$ cat src/rtl/uno_pkg.sv
// Shared types and constants for the uno sequencer: op and state encodings,
// the polynomial order limit and the coefficient word type. The datapath
// width defaults to 12 bits unless MAC_BW is defined ahead of this file.
`ifndef MAC_BW
`define MAC_BW 12
`endif

package uno_pkg;

  typedef enum logic [1:0] {
    OP_MAC = 2'b00,
    OP_DIV = 2'b01,
    OP_EXP = 2'b10,
    OP_LOG = 2'b11
  } op_e;

  typedef enum logic [1:0] {
    IDLE  = 2'd0,
    RUN   = 2'd1,
    DRAIN = 2'd2,
    DONE  = 2'd3
  } state_e;

  // Coefficient table depth; the ROM holds exactly this many entries per op.
  localparam int MAX_ORDER = 8;

  typedef logic [`MAC_BW-1:0] coeff_t;

  // ROM master word: signed Q5.10, rescaled to the datapath width on output.
  typedef logic signed [15:0] rom_word_t;

endpackage

$ cat src/rtl/uno_coeff_rom.sv
// Combinational Taylor coefficient table, indexed by op and term index.
//   div : 1/x   around 0.75 -> c_n = (-1)^n (4/3)^(n+1)
//   exp : e^x   around 0    -> c_n = 1/n!
//   log : ln(x) around 0.75 -> c_0 = ln(0.75), c_n = (-1)^(n+1) (4/3)^n / n
// Master values are Q5.10; the output keeps the top MAC_BW bits
// (arithmetic right shift) or zero-extends at the bottom for MAC_BW > 16.
// The MAC op has no coefficients and reads as 0.
module uno_coeff_rom #(
  parameter int MAC_BW = `MAC_BW
) (
  input  logic [1:0]        op,
  input  logic [2:0]        idx,
  output logic [MAC_BW-1:0] coeff
);
  import uno_pkg::*;

  localparam rom_word_t DIV_TAB [8] = '{
     16'sd1365, -16'sd1820,  16'sd2427, -16'sd3236,
     16'sd4315, -16'sd5754,  16'sd7671, -16'sd10228
  };
  localparam rom_word_t EXP_TAB [8] = '{
     16'sd1024,  16'sd1024,  16'sd512,   16'sd171,
     16'sd43,    16'sd9,     16'sd1,     16'sd0
  };
  localparam rom_word_t LOG_TAB [8] = '{
    -16'sd295,   16'sd1365, -16'sd910,   16'sd809,
    -16'sd809,   16'sd863,  -16'sd959,   16'sd1096
  };

  rom_word_t word;

  // Select the master word for the requested op and term.
  always_comb begin
    word = '0;
    case (op_e'(op))
      OP_DIV:  word = DIV_TAB[idx];
      OP_EXP:  word = EXP_TAB[idx];
      OP_LOG:  word = LOG_TAB[idx];
      default: word = '0;
    endcase
  end

  generate
    if (MAC_BW <= 16) begin : g_narrow
      assign coeff = MAC_BW'(word >>> (16 - MAC_BW));
    end else begin : g_wide
      assign coeff = {word, {(MAC_BW - 16){1'b0}}};
    end
  endgenerate

endmodule

$ cat src/rtl/uno_seq.sv
// Step sequencer for the uno MAC datapath. Accepts one request at a time
// (MAC of L beats, or an order-N polynomial for div/exp/log), walks the step
// counter through RUN, spends one DRAIN cycle covering the registered MAC
// latency, and pulses res_valid in DONE.
// Build option: UNO_SEQ_LEN_CHK_EN rejects zero-length MAC requests and
// polynomial orders below 2 with a one-cycle err pulse instead of padding them.
// The coefficient ROM holds 8 terms, so MAX_ORDER must not exceed 8.
module uno_seq #(
  parameter int MAC_BW    = `MAC_BW,
  parameter int MAX_ORDER = uno_pkg::MAX_ORDER
) (
  input  logic              clk,
  input  logic              rst,
  input  logic              req_valid,
  output logic              req_ready,
  input  logic [1:0]        req_op,
  input  logic [7:0]        req_len,
  output logic [1:0]        op,
  output logic              first_cycle,
  output logic              last_cycle,
  output logic              acc_en,
  output logic [MAC_BW-1:0] coeff,
  output logic              res_valid,
  output logic              busy,
  output logic              err
);
  import uno_pkg::*;

  localparam logic [1:0] S_IDLE  = IDLE;
  localparam logic [1:0] S_RUN   = RUN;
  localparam logic [1:0] S_DRAIN = DRAIN;
  localparam logic [1:0] S_DONE  = DONE;

  localparam logic [7:0] ORDER_MAX = 8'(MAX_ORDER);

  logic [1:0]        state_q, state_d;
  logic [1:0]        op_q, op_d;
  logic [7:0]        len_q, len_d;
  logic [7:0]        k_q, k_d;
  logic              err_q, err_d;

  logic              accept;
  logic              len_bad;
  logic [7:0]        eff_len;
  logic              in_run;
  logic              poly_op;
  logic              is_last;
  logic [2:0]        rom_idx;
  logic [MAC_BW-1:0] rom_coeff;

  assign req_ready = (state_q == S_IDLE);
  assign accept    = req_valid && req_ready;

  // Length actually run: pad short requests, clamp polynomial order.
  // NOTE: every always_comb output gets a default first so no path can infer a latch.
  always_comb begin
    eff_len = req_len;
    if (req_op == OP_MAC) begin
      if (req_len == 8'd0) eff_len = 8'd1;
    end else begin
      if (req_len < 8'd2)          eff_len = 8'd2;
      else if (req_len > ORDER_MAX) eff_len = ORDER_MAX;
    end
  end

`ifdef UNO_SEQ_LEN_CHK_EN
  assign len_bad = (req_len == 8'd0) || ((req_op != OP_MAC) && (req_len == 8'd1));
`else
  assign len_bad = 1'b0;
`endif

  // Next-state logic: accept, step through RUN, drain, report.
  always_comb begin
    state_d = state_q;
    op_d    = op_q;
    len_d   = len_q;
    k_d     = k_q;
    err_d   = 1'b0;
    case (state_q)
      S_IDLE: begin
        if (accept) begin
          if (len_bad) begin
            err_d = 1'b1;
          end else begin
            state_d = S_RUN;
            op_d    = req_op;
            len_d   = eff_len;
            k_d     = 8'd0;
          end
        end
      end
      S_RUN: begin
        // k stops at the last step, so it never wraps even for L = 255.
        if (is_last) state_d = S_DRAIN;
        else         k_d     = k_q + 8'd1;
      end
      S_DRAIN: state_d = S_DONE;
      S_DONE:  state_d = S_IDLE;
      default: state_d = S_IDLE;
    endcase
  end

  // State registers with synchronous reset; reset aborts any operation.
  // NOTE: sequential state uses non-blocking assignments so all flops update together.
  always_ff @(posedge clk) begin
    if (rst) begin
      state_q <= S_IDLE;
      op_q    <= 2'b00;
      len_q   <= 8'd0;
      k_q     <= 8'd0;
      err_q   <= 1'b0;
    end else begin
      state_q <= state_d;
      op_q    <= op_d;
      len_q   <= len_d;
      k_q     <= k_d;
      err_q   <= err_d;
    end
  end

  assign in_run  = (state_q == S_RUN);
  assign poly_op = (op_q != OP_MAC);
  assign is_last = (k_q == len_q - 8'd1);

  // Horner order: highest term first, so index counts down from N-1.
  assign rom_idx = 3'(len_q - 8'd1 - k_q);

  uno_coeff_rom #(
    .MAC_BW (MAC_BW)
  ) u_coeff_rom (
    .op    (op_q),
    .idx   (rom_idx),
    .coeff (rom_coeff)
  );

  assign op          = op_q;
  assign first_cycle = in_run && (k_q == 8'd0);
  assign last_cycle  = in_run && is_last;
  assign acc_en      = in_run && !poly_op && (k_q != 8'd0);
  assign coeff       = (in_run && poly_op && !is_last) ? rom_coeff : '0;
  assign res_valid   = (state_q == S_DONE);
  assign busy        = (state_q != S_IDLE);
  assign err         = err_q;

endmodule

$ cat config.mk
export PLATFORM = sky130hd
export DESIGN_NAME = uno_seq
export DESIGN_NICKNAME = d
export VERILOG_FILES = /design/src/rtl/uno_pkg.sv /design/src/rtl/uno_coeff_rom.sv /design/src/rtl/uno_seq.sv
export SDC_FILE = /design/constraint.sdc
export NUM_CORES = 1
export LEC_CHECK = 0
export CAP_MARGIN = 25
export CORE_MARGIN = 1.5
export CORE_UTILIZATION = 45
export DETAILED_ROUTE_END_ITERATION = 6
export PLACE_DENSITY = 0.7
export SLEW_MARGIN = 20
export SYNTH_ARGS = -nofsm -noshare
export SYNTH_HDL_FRONTEND = slang
export SYNTH_SLANG_ARGS = --single-unit
$ cat constraint.sdc
create_clock -name clk -period 4.65 [get_ports clk]
set_input_delay 0.6975 -clock clk [delete_from_list [all_inputs] [get_ports clk]]
set_output_delay 0.6975 -clock clk [all_outputs]
set_load 0.05 [all_outputs]
== After elaboration in Yosys (flattened, before gate mapping) ==
Memories as Yosys holds them, arrays and structs flattened.
Index checks and enable logic that the tools add are counted.

* Add/sub/neg operators: 3
* Order comparisons: 3
* Equality and inequality tests: 10
* Multiplexer cells: 18
* Bitwise gates (word level): 1
* Reductions and logical operators: 20

{| class="wikitable"
|+ Operators by type and width
! cell !! count
|-
| two-way mux 16 bit || 6
|-
| two-way mux 8 bit || 6
|-
| case mux 16 bit (3 select lines) || 1
|-
| logical NOT 8 bit || 2
|-
| case mux 8 bit (2 select lines) || 1
|-
| two-way mux 12 bit || 1
|-
| adder 8 x 1 -> 8 bit (second input constant) || 1
|-
| equality test 2 bit (second input constant) || 4
|-
| equality test 8 bit || 1
|-
| greater-than comparator 8 x 4 -> 1 bit (second input constant) || 1
|-
| < comparator 8 x 2 -> 1 bit (second input constant) || 1
|-
| case mux 2 bit (4 select lines) || 1
|-
| nonzero test 8 bit || 1
|-
| subtractor 8 x 1 -> 8 bit (second input constant) || 1
|-
| logical AND 1 bit || 7
|-
| nonzero test 2 bit || 3
|-
| equality test 2 x 1 -> 1 bit (second input constant) || 2
|-
| greater-or-equal comparator 4 bit (second input constant) || 1
|-
| logical NOT 2 bit || 2
|-
| two-way mux 2 bit || 2
|-
| != test 2 x 1 -> 1 bit (second input constant) || 2
|-
| NOT 3 -> 4 bit || 1
|-
| AND reduction 2 bit || 2
|-
| AND reduction 3 bit || 1
|-
| 3 further kinds || 4
|}

* Bits in registers: 20
* Bits in read-only memories: 384
* Logic and storage cells: 62
* Memories kept: 3

{| class="wikitable"
|+ Memory list
! name !! depth !! bits a word !! read ports !! clocked after memory_dff !! write ports !! RTL line !! RTL
|-
| (no name shown) || 8 || 16 || 1 || 0 || 0 || uno_coeff_rom.sv:36 || <nowiki>OP_DIV: word = DIV_TAB[idx];</nowiki>
|-
| (no name shown) || 8 || 16 || 1 || 0 || 0 || uno_coeff_rom.sv:38 || <nowiki>OP_LOG: word = LOG_TAB[idx];</nowiki>
|-
| (no name shown) || 8 || 16 || 1 || 0 || 0 || uno_coeff_rom.sv:37 || <nowiki>OP_EXP: word = EXP_TAB[idx];</nowiki>
|}

== Depth between registers and ports, before layout ==
Gate-level depths: netlist (run 1).

* Depth in word-level cells: 8
* Gate-level depth with buffers: 11
* Depth with buffers taken out: 10

== Cells and area by module ==
From an unflattened synthesis (run 1), not the netlist that was laid out.

* Cells, all modules: 251
* Area total of the unflattened synthesis: 1900.6 um2

{| class="wikitable"
|+ By module, submodules not included
! module !! times used !! cells an instance !! area an instance (um2)
|-
| uno_seq || 1 || 190 || 1463.9
|-
| uno_coeff_rom || 1 || 61 || 436.7
|}

== Worst setup path after synthesis (run 1) ==
No wires, ideal clock.

* Path type: register to output
* Start: reg len_q[0]
* End: out coeff[9]
* Data arrival time: 3.463 ns
* Required time: 3.953 ns
* Path slack: 0.490 ns
* Cell stages (with the launch flop): 9
* Buffers on the path: 0
* Path through: dfxtp_1 > inv_1 > ha_1 > fa_1 > xnor2_1 > xor2_1 > nor2_1 > or3_1 > a211oi_1

* Longest elaborated chain between the ends: 8
* Elaborated cells between the ends (all ways): 17
* Classes of those cells: add/sub: 2; eq/ne: 1; mux: 8; bitwise: 1; reduce/logical: 2; memory: 3

{| class="wikitable"
|+ RTL lines
! what !! RTL line !! RTL
|-
| from (decl) || uno_seq.sv:38 || <nowiki>logic [7:0] len_q, len_d;</nowiki>
|-
| from (signal assigned) || uno_seq.sv:115 || <nowiki>len_q <= len_d;</nowiki>
|-
| subtractor 8 x 1 -> 8 bit * || uno_seq.sv:126 || <nowiki>assign rom_idx = 3'(len_q - 8'd1 - k_q);</nowiki>
|-
| subtractor 3 bit || uno_seq.sv:126 ||
|-
| NOT 3 -> 4 bit (implied by the code) || uno_coeff_rom.sv:36, uno_coeff_rom.sv:37, uno_coeff_rom.sv:38 ||
|-
| memory (8 x 16 bit), on equally long branches || - ||
|-
| two-way mux 16 bit, on equally long branches (2 in series) || uno_coeff_rom.sv:38, uno_coeff_rom.sv:36, uno_coeff_rom.sv:37 ||
|-
| case mux 16 bit (3 select lines) || uno_coeff_rom.sv:35 || <nowiki>case (op_e'(op))</nowiki>
|-
| two-way mux 12 bit * || uno_seq.sv:140 || <nowiki>assign coeff = (in_run && poly_op && !is_last) ? rom_coeff : '0;</nowiki>
|-
| to (decl) || uno_seq.sv:22 || <nowiki>output logic [MAC_BW-1:0] coeff,</nowiki>
|}

Every way passes the cells marked *; elsewhere a longest branch is shown, timed or not. The select of a mux whose other input is x is not followed.

== Final worst setup path (run 1) ==
Ends and elaborated chain as after synthesis.

==> impl_results.md, run 1 <==
- Crit path DAT: 3.50 ns
- Antenna violations before repair: 0
- Mux share of post-synthesis cell area: 0.0507
- Hold WS: between 0.4 and 0.5 ns
- Endpoints failing setup: 0
- Min cycle time layout: 4.20 ns
- I/O pin total: 34
- Number of global-route vias before repair: 1511
- Post-Syn Area: between 1500 and 2000 um2
- Fin. max-slew vios: 0
- DIE AREA: ~4300 um2
- Pwr dens: about 410 nW/um2
- Layout area overhead: 20.3%
- TritonCTS clock tree: yes
- DR DRC count: 0
- Layout cells sized above 1: 0.0376
- Worst VDD drop: around 0.28 mV
- Antenna viol nets, final: 0
- Drt first pass iters: 4
- Worst-skew pair later-pin latency: between 0.2 and 0.3 ns
- Fin. Hold Viols: 0
- Hold_buf cts: 0
- Worst Skew: roughly 0.0043 ns
- Total core area: approximately 3700 um2
- Post-synthesis cell count: around 250
- Sequential share of the synthesized area: 0.225
- Main combinational cell family by area after synthesis: simple AND/OR/NAND/NOR gates
- CP Launch Type: flip-flop
- Peak Freq: ~240 MHz
- ANT cells: 0
- Initial Utilization: 0.478
- Root buf cell: clkbuf_8
- Largest fanout on the critical path: 10
- Kind of critical path: flip-flop to output port
- Number of fillers in the final layout: around 370
- Worst path required time: ~4 ns
- Post-DR wirelength/cell: roughly 13 um
- Synth Area in Adders: 0.0746
- Ratio of final minimum period to clock period: 0.904
- Main synth FF type: dfxtp_1
- RSZ-0062 raised after global routing: no
- Via count: 1786
- Mapped Nets: about 270
- GPL Wtd Cong: slightly above 0.8
- Async S/R FF share, synth: 0
- Detailed placer's ending HPWL: between 3000 and 4000 um
- CTS sink cnt: 20
- Tot GR Track Use: 0.206
- Slew @ Worst Pin: roughly 0.76 ns
- Die X: between 60 and 70 um
- Pleak: 0.767 nW
- Nets: around 290
- Buffers on Ports: 32
- CTS clk-pin slew, worst paths: about 0.070 ns
- Outcome: complete, no violations
- HP Class: flip-flop to flip-flop
- EDFF count, synth: 0
- Post-CTS setup buffers: 0
- CTS buffer count: 3
- XOR/XNOR Fraction of Synth Area: 0.0394
- Simple-gate area share of the yosys netlist: 0.324
- Maximum root-to-sink buffer count: 2
- Syn. warnings: 0
- Slew headroom: 0.489
- Post-CTS sizing: 0
- First-pass GRT wire length: roughly 7000 um
- Initial DRC Count: 138
- CTS HTree Levels: 1
- Complex-gate fraction of the synthesized area: 0.213
- Cell Rows: 22
- Netlist cell types: 47
- Flops & latches, synth: 20
- Total gr overflow: 0
- TNS Setup: 0 ns
- Largest net degree at the start of global routing: 25
- Drt total wl: 4010 um
- # Max-Cap Violations: 0
- Die height: around 66 um
- Crit path capture type: output port
- Mean post-synth cell area: a little over 7 um2
- Via/cell ratio: between 5 and 6
metal layers:
| layer | track usage | share of wire | up-vias |
|---|---|---|---|
| li1 | - | - | 914 |
| met1 | 0.294 | 0.52 | 817 |
| met2 | 0.322 | 0.43 | 50 |
| met3 | 0.0307 | 0.038 | 5 |
| met4 | 0.0547 | 0.011 | 0 |
| met5 | 0 | 0 | - |
report_power, final:
| part | switching [W] | total [W] | internal [W] | leakage, nW |
|---|---|---|---|---|
| logic | 0.000335 | 0.000523 | 0.000189 | 0.583 |
| clock network | 0.0000575 | 0.000115 | 0.0000578 | 0.0216 |
| registers | 0.0000393 | 0.000232 | 0.000193 | 0.162 |
registers in the layout, indices dropped and copies added (netlist names):
| signal | count |
|---|---|
| k_q | 8 |
| len_q | 8 |
| op | 2 |
| state_q | 2 |
synth_stat cells (all sizes together) (3+ instances only):
library cell / instances / area [um2]
nand2: 31 / 116
nor2: 26 / 97.6
dfxtp: 20 / 400
a21oi: 19 / 95.1
nor3: 12 / 60.1
inv: 11 / 41.3
clkbuf: 10 / 37.5
o21ai: 10 / 50.1
or3: 10 / 62.6
ha: 9 / 113
mux2i: 9 / 90.1
buf: 7 / 46.3
nand2b: 7 / 43.8
xor2: 6 / 52.6
nand3b: 5 / 37.5
nand4: 5 / 31.3
a211oi: 4 / 30.0
a22oi: 3 / 22.5
and2: 3 / 18.8
nand3: 3 / 15.0
nor4: 3 / 18.8
o21a: 3 / 22.5
o31a: 3 / 26.3
through the flow:
stage | utilization | total power, W | instance area (um2) | setup slack [ns] | instances
2_1_floorplan | - | 0.000632 | 1780 | 0.490 | 245
3_3_place_gp | 0.564 | 0.000758 | 2100 | 0.759 | 311
3_5_place_dp | 0.564 | 0.000756 | 2100 | 0.705 | 311
4_1_cts | 0.575 | 0.000873 | 2140 | 0.408 | 314
5_1_grt | 0.575 | 0.000936 | 2140 | 0.241 | 314
6_report | 0.575 | 0.000871 | 2140 | 0.448 | 314
kinds of logic after synthesis:
logic type	count (synthesis)
flops	20
simple gates	114
compound gates	55
mux	9
other cells	1
fa+ha+maj	10
xor+xnor	8
buf+inv	28
worst paths after layout:
kind	slack (ns)	to	from	cells past startpoint
min reg2reg	0.48	len_q[6]	len_q[6]	2
max	0.45	coeff[9]	len_q[0]	10
max reg2reg	1.72	state_q[0]	len_q[0]	9
min	0.48	len_q[6]	len_q[6]	2
placed cells by master, fill, tap and decap left out, drive strengths merged, types with 4 or more instances in the layout:
cell type,n
a21oi,19
or3,10
nand2,31
mux2i,9
ha,9
nor2,26
clkdlybuf4s50,32
a211oi,4
nand2b,7
nand4,5
nor3,12
dfxtp,20
xor2,6
o21ai,10
inv,11
nand3b,5
worst max-delay path, stage by stage, from the launching register on:
cell and delay (ns):
dfxtp_1 0.37, inv_1 0.06, ha_1 0.32, fa_1 0.41
xnor2_1 0.26, xor2_1 0.18, buf_4 0.18, nor2_1 0.07
or3_1 0.31, a211oi_1 0.23, clkdlybuf4s50_1 0.83
area by class of cell:
class	instances	area, um2	share of cell area
clock buffer	3	41.3	0.0193
tap	48	60.1	0.0281
timing repair buffer	35	343	0.160
sequential	20	400	0.187
multi-input combinational	197	1250	0.585
inverter	11	41.3	0.0193
(Power assumes the default switching activity.)
==> run 2, diff against run 1 <==
--- a/config.mk
+++ b/config.mk
@@ -10,6 +10,7 @@
 export CORE_UTILIZATION = 45
 export DETAILED_ROUTE_END_ITERATION = 6
 export PLACE_DENSITY = 0.7
+export SETUP_SLACK_MARGIN = 0.15
 export SLEW_MARGIN = 20
 export SYNTH_ARGS = -nofsm -noshare
 export SYNTH_HDL_FRONTEND = slang
==> results of run 2 <==
Final layout, timing and power as in run 1 (identical DEF).
==> run 3, diff against run 2 <==
--- a/config.mk
+++ b/config.mk
@@ -9,9 +9,9 @@
 export CORE_MARGIN = 1.5
 export CORE_UTILIZATION = 45
 export DETAILED_ROUTE_END_ITERATION = 6
-export PLACE_DENSITY = 0.7
-export SETUP_SLACK_MARGIN = 0.15
+export PLACE_DENSITY = 0.69
 export SLEW_MARGIN = 20
 export SYNTH_ARGS = -nofsm -noshare
 export SYNTH_HDL_FRONTEND = slang
+export SYNTH_HIERARCHICAL = 1
 export SYNTH_SLANG_ARGS = --single-unit
==> run 3 against run 2 <==
Compared with the run above: die area up 6.7%; sequential share of layout area decreased by 0.83 points; hold slack improved by 0.012 ns; core utilization down 2.0 points; first-iteration DRC count down 36%; critical path type unchanged.
==> impl_results.md, run 3 <==
- Outcome: complete, no violations
- RSZ-0062 raised after global routing: no
- Tot GR Track Use: 0.194
- Top post-synthesis cells by area: dfxtp_1 (21%), ha_1 (11%), o21ai_0 (5.8%), a21oi_1 (5.0%), and2_1 (4.9%)
- Setup slack at placement: between 0.3 and 0.4 ns
- Kind of critical path: flip-flop to output port
- Top-area cell type share of the netlist area: 0.211
- TNS Setup: 0 ns
- Buffers & Inverters on Critical Path: 3
- Nets: 303
- Hold WS: around 0.5 ns
- Post-CTS sizing: 0
- CTS clk-pin slew, worst paths: 0.08 ns
- Pwr Total: around 0.00086 W
- Async S/R FF share, synth: 0
- Final Worst Setup Slack: between 0.3 and 0.4 ns
- Most frequent cells in the layout: nand2_1 (24), clkdlybuf4s50_1 (23), o21ai_0 (22)
- CTS sink cnt: 20
- Worst path required time: approximately 4.0 ns
- GPL Wtd Cong: around 0.88
- Worst-path cell chain: inv_1, ha_1, inv_1, fa_1, xnor2_1, xnor2_2, mux2i_1, o22ai_1, a41o_1, and2_1, clkdlybuf4s50_1
- Syn. warnings: 6
- Drt total wl: roughly 4200 um
- Die X: slightly below 70 um
- Sequential share of the synthesized area: 0.211
- Peak Freq: 235 MHz
- Die height: slightly below 70 um
- Crit path capture type: output port
- Sequential Area: 400 um2
- Detailed placer's ending HPWL: 3200 um
- HP Class: flip-flop to flip-flop
- Min cycle time layout: between 4 and 5 ns
- Antenna viol nets, final: 0
- CTS buffer count: 3
- Total gr overflow: 0
- Mean post-synth cell area: 7.57 um2
- CTS HTree Levels: 1
- I/O pin total: 34
- DIE AREA: around 4600 um2
- Fin. max-slew vios: 0
- Via/cell ratio: 5.50
- Initial DRC Count: 89
- Cell Rows: 23
- Netlist cell types: 55
- Crit-path slowest cell: clkdlybuf4s50_1
- First-pass GRT wire length: 6970 um
- Total core area: just over 4000 um2
- Buffers on Ports: 32
- Most frequent CP cell: inv_1
- Root buf cell: clkbuf_8
- Flops & latches, synth: 20
- Largest net degree at the start of global routing: 22
- Largest area contributor in the netlist: dfxtp_1
- ANT cells: 0
- Initial Utilization: 0.472
- Multi-input gate area: approximately 1400 um2
- Slew headroom: 0.478
- Pleak: 0.852 nW
- Worst VDD drop: a little under 0.5 mV
- Max incr delay on CP: between 0.6 and 0.7 ns
- Layout cells sized above 1: 0.103
- Antenna violations before repair: 0
- Post-synthesis cell count: 251
- Crit path DAT: about 3.6 ns
- Endpoints failing setup: 0
- CP Launch Type: flip-flop
- Via count: around 1800
- # Max-Cap Violations: 0
- EDFF count, synth: 0
- DR DRC count: 0
- Layout area overhead: 17.6%
- Number of fillers in the final layout: 404
- Worst Skew: 0.0107 ns
- Post-Syn Area: 1900 um2
- Crit path max-delay family: buffers and inverters
- Biggest regs: k_q (8), len_q (8)
- Slew @ Worst Pin: 0.775 ns
- Commonest non-fill, non-tap cell in the layout: nand2_1
- TritonCTS clock tree: yes
- Top-count cell post-synth: nand2_1
- Worst-skew pair later-pin latency: between 0.2 and 0.3 ns
- Post-CTS setup buffers: 0
- Synth top cells by count: nand2_1 (24), o21ai_0 (22), dfxtp_1 (20)
- Hold_buf cts: 0
- Maximum root-to-sink buffer count: 2
- Ratio of final minimum period to clock period: 0.917
- Post-Layout Cell Count: 322
- Fin. Hold Viols: 0
- Pwr dens: 385 nW/um2
- Number of global-route vias before repair: approximately 1500
- Mapped Nets: between 200 and 300
- Drt first pass iters: 4
- Post-Place Cells: between 300 and 400
- Largest fanout on the critical path: 15
- Main synth FF type: dfxtp_1
- Post-DR wirelength/cell: 13.1 um
-- run 3: worst paths after layout --
check           start       end  slack [ns]  depth (start not counted)
max          len_q[0]  coeff[1]        0.39                         11
min          len_q[7]  len_q[7]        0.49                          2
max reg2reg  len_q[0]    k_q[6]        2.06                          9
min reg2reg  len_q[7]  len_q[7]        0.49                          2
-- run 3: worst reg2reg max path: stages (launching register included) --
cell and delay, ns:
dfxtp_1 0.43, inv_1 0.07, ha_1 0.25, nand2b_1 0.17, and2_1 0.21, o211ai_1 0.18
a21oi_1 0.12, a41o_1 0.40, or4_1 0.55, a21oi_1 0.15
-- run 3: through the flow --
| step | utilization | instance area [um2] |
|---|---|---|
| 4_1_cts | 0.553 | 2230 |
| 2_1_floorplan | - | 1900 |
| 5_1_grt | 0.555 | 2240 |
| 3_5_place_dp | 0.539 | 2170 |
| 3_3_place_gp | 0.539 | 2170 |
| 6_report | 0.555 | 2240 |
-- run 3: kinds of logic (layout without fill, tap and decap cells) --
family / after synthesis / in the layout / share of synthesized area
flip-flops: 20 / 20 / 0.211
buffers and inverters: 32 / 53 / 0.0816
multiplexers: 9 / 9 / 0.0546
other: 1 / 1 / 0.00197
adder cells (fa/ha/maj): 17 / 17 / 0.116
AO/OA/AOI/OAI: 69 / 69 / 0.231
AND/OR/NAND/NOR: 96 / 96 / 0.268
XOR/XNOR: 7 / 7 / 0.0362
-- run 3: where the power goes --
| part | internal, W | leakage, nW | switching [W] |
|---|---|---|---|
| sequential | 0.000192 | 0.162 | 0.0000405 |
| clock | 0.0000756 | 0.0288 | 0.0000629 |
| combinational | 0.000185 | 0.661 | 0.000306 |
-- run 3: area by class of cell --
type                    count  area share
multi-input cells         199       0.605
flip-flops and latches     20       0.179
repair buffers             33       0.137
well taps                  50      0.0280
inverters                  16      0.0269
clock buffers               4      0.0246
-- run 3: routing by layer --
| metal | track usage | vias up | routed length (um) |
|---|---|---|---|
| met5 | 0 | - | 0 |
| met4 | 0.0900 | 0 | 75 |
| met3 | 0.0263 | 7 | 165 |
| met2 | 0.306 | 47 | 1920 |
| met1 | 0.262 | 795 | 2060 |
| li1 | - | 923 | - |
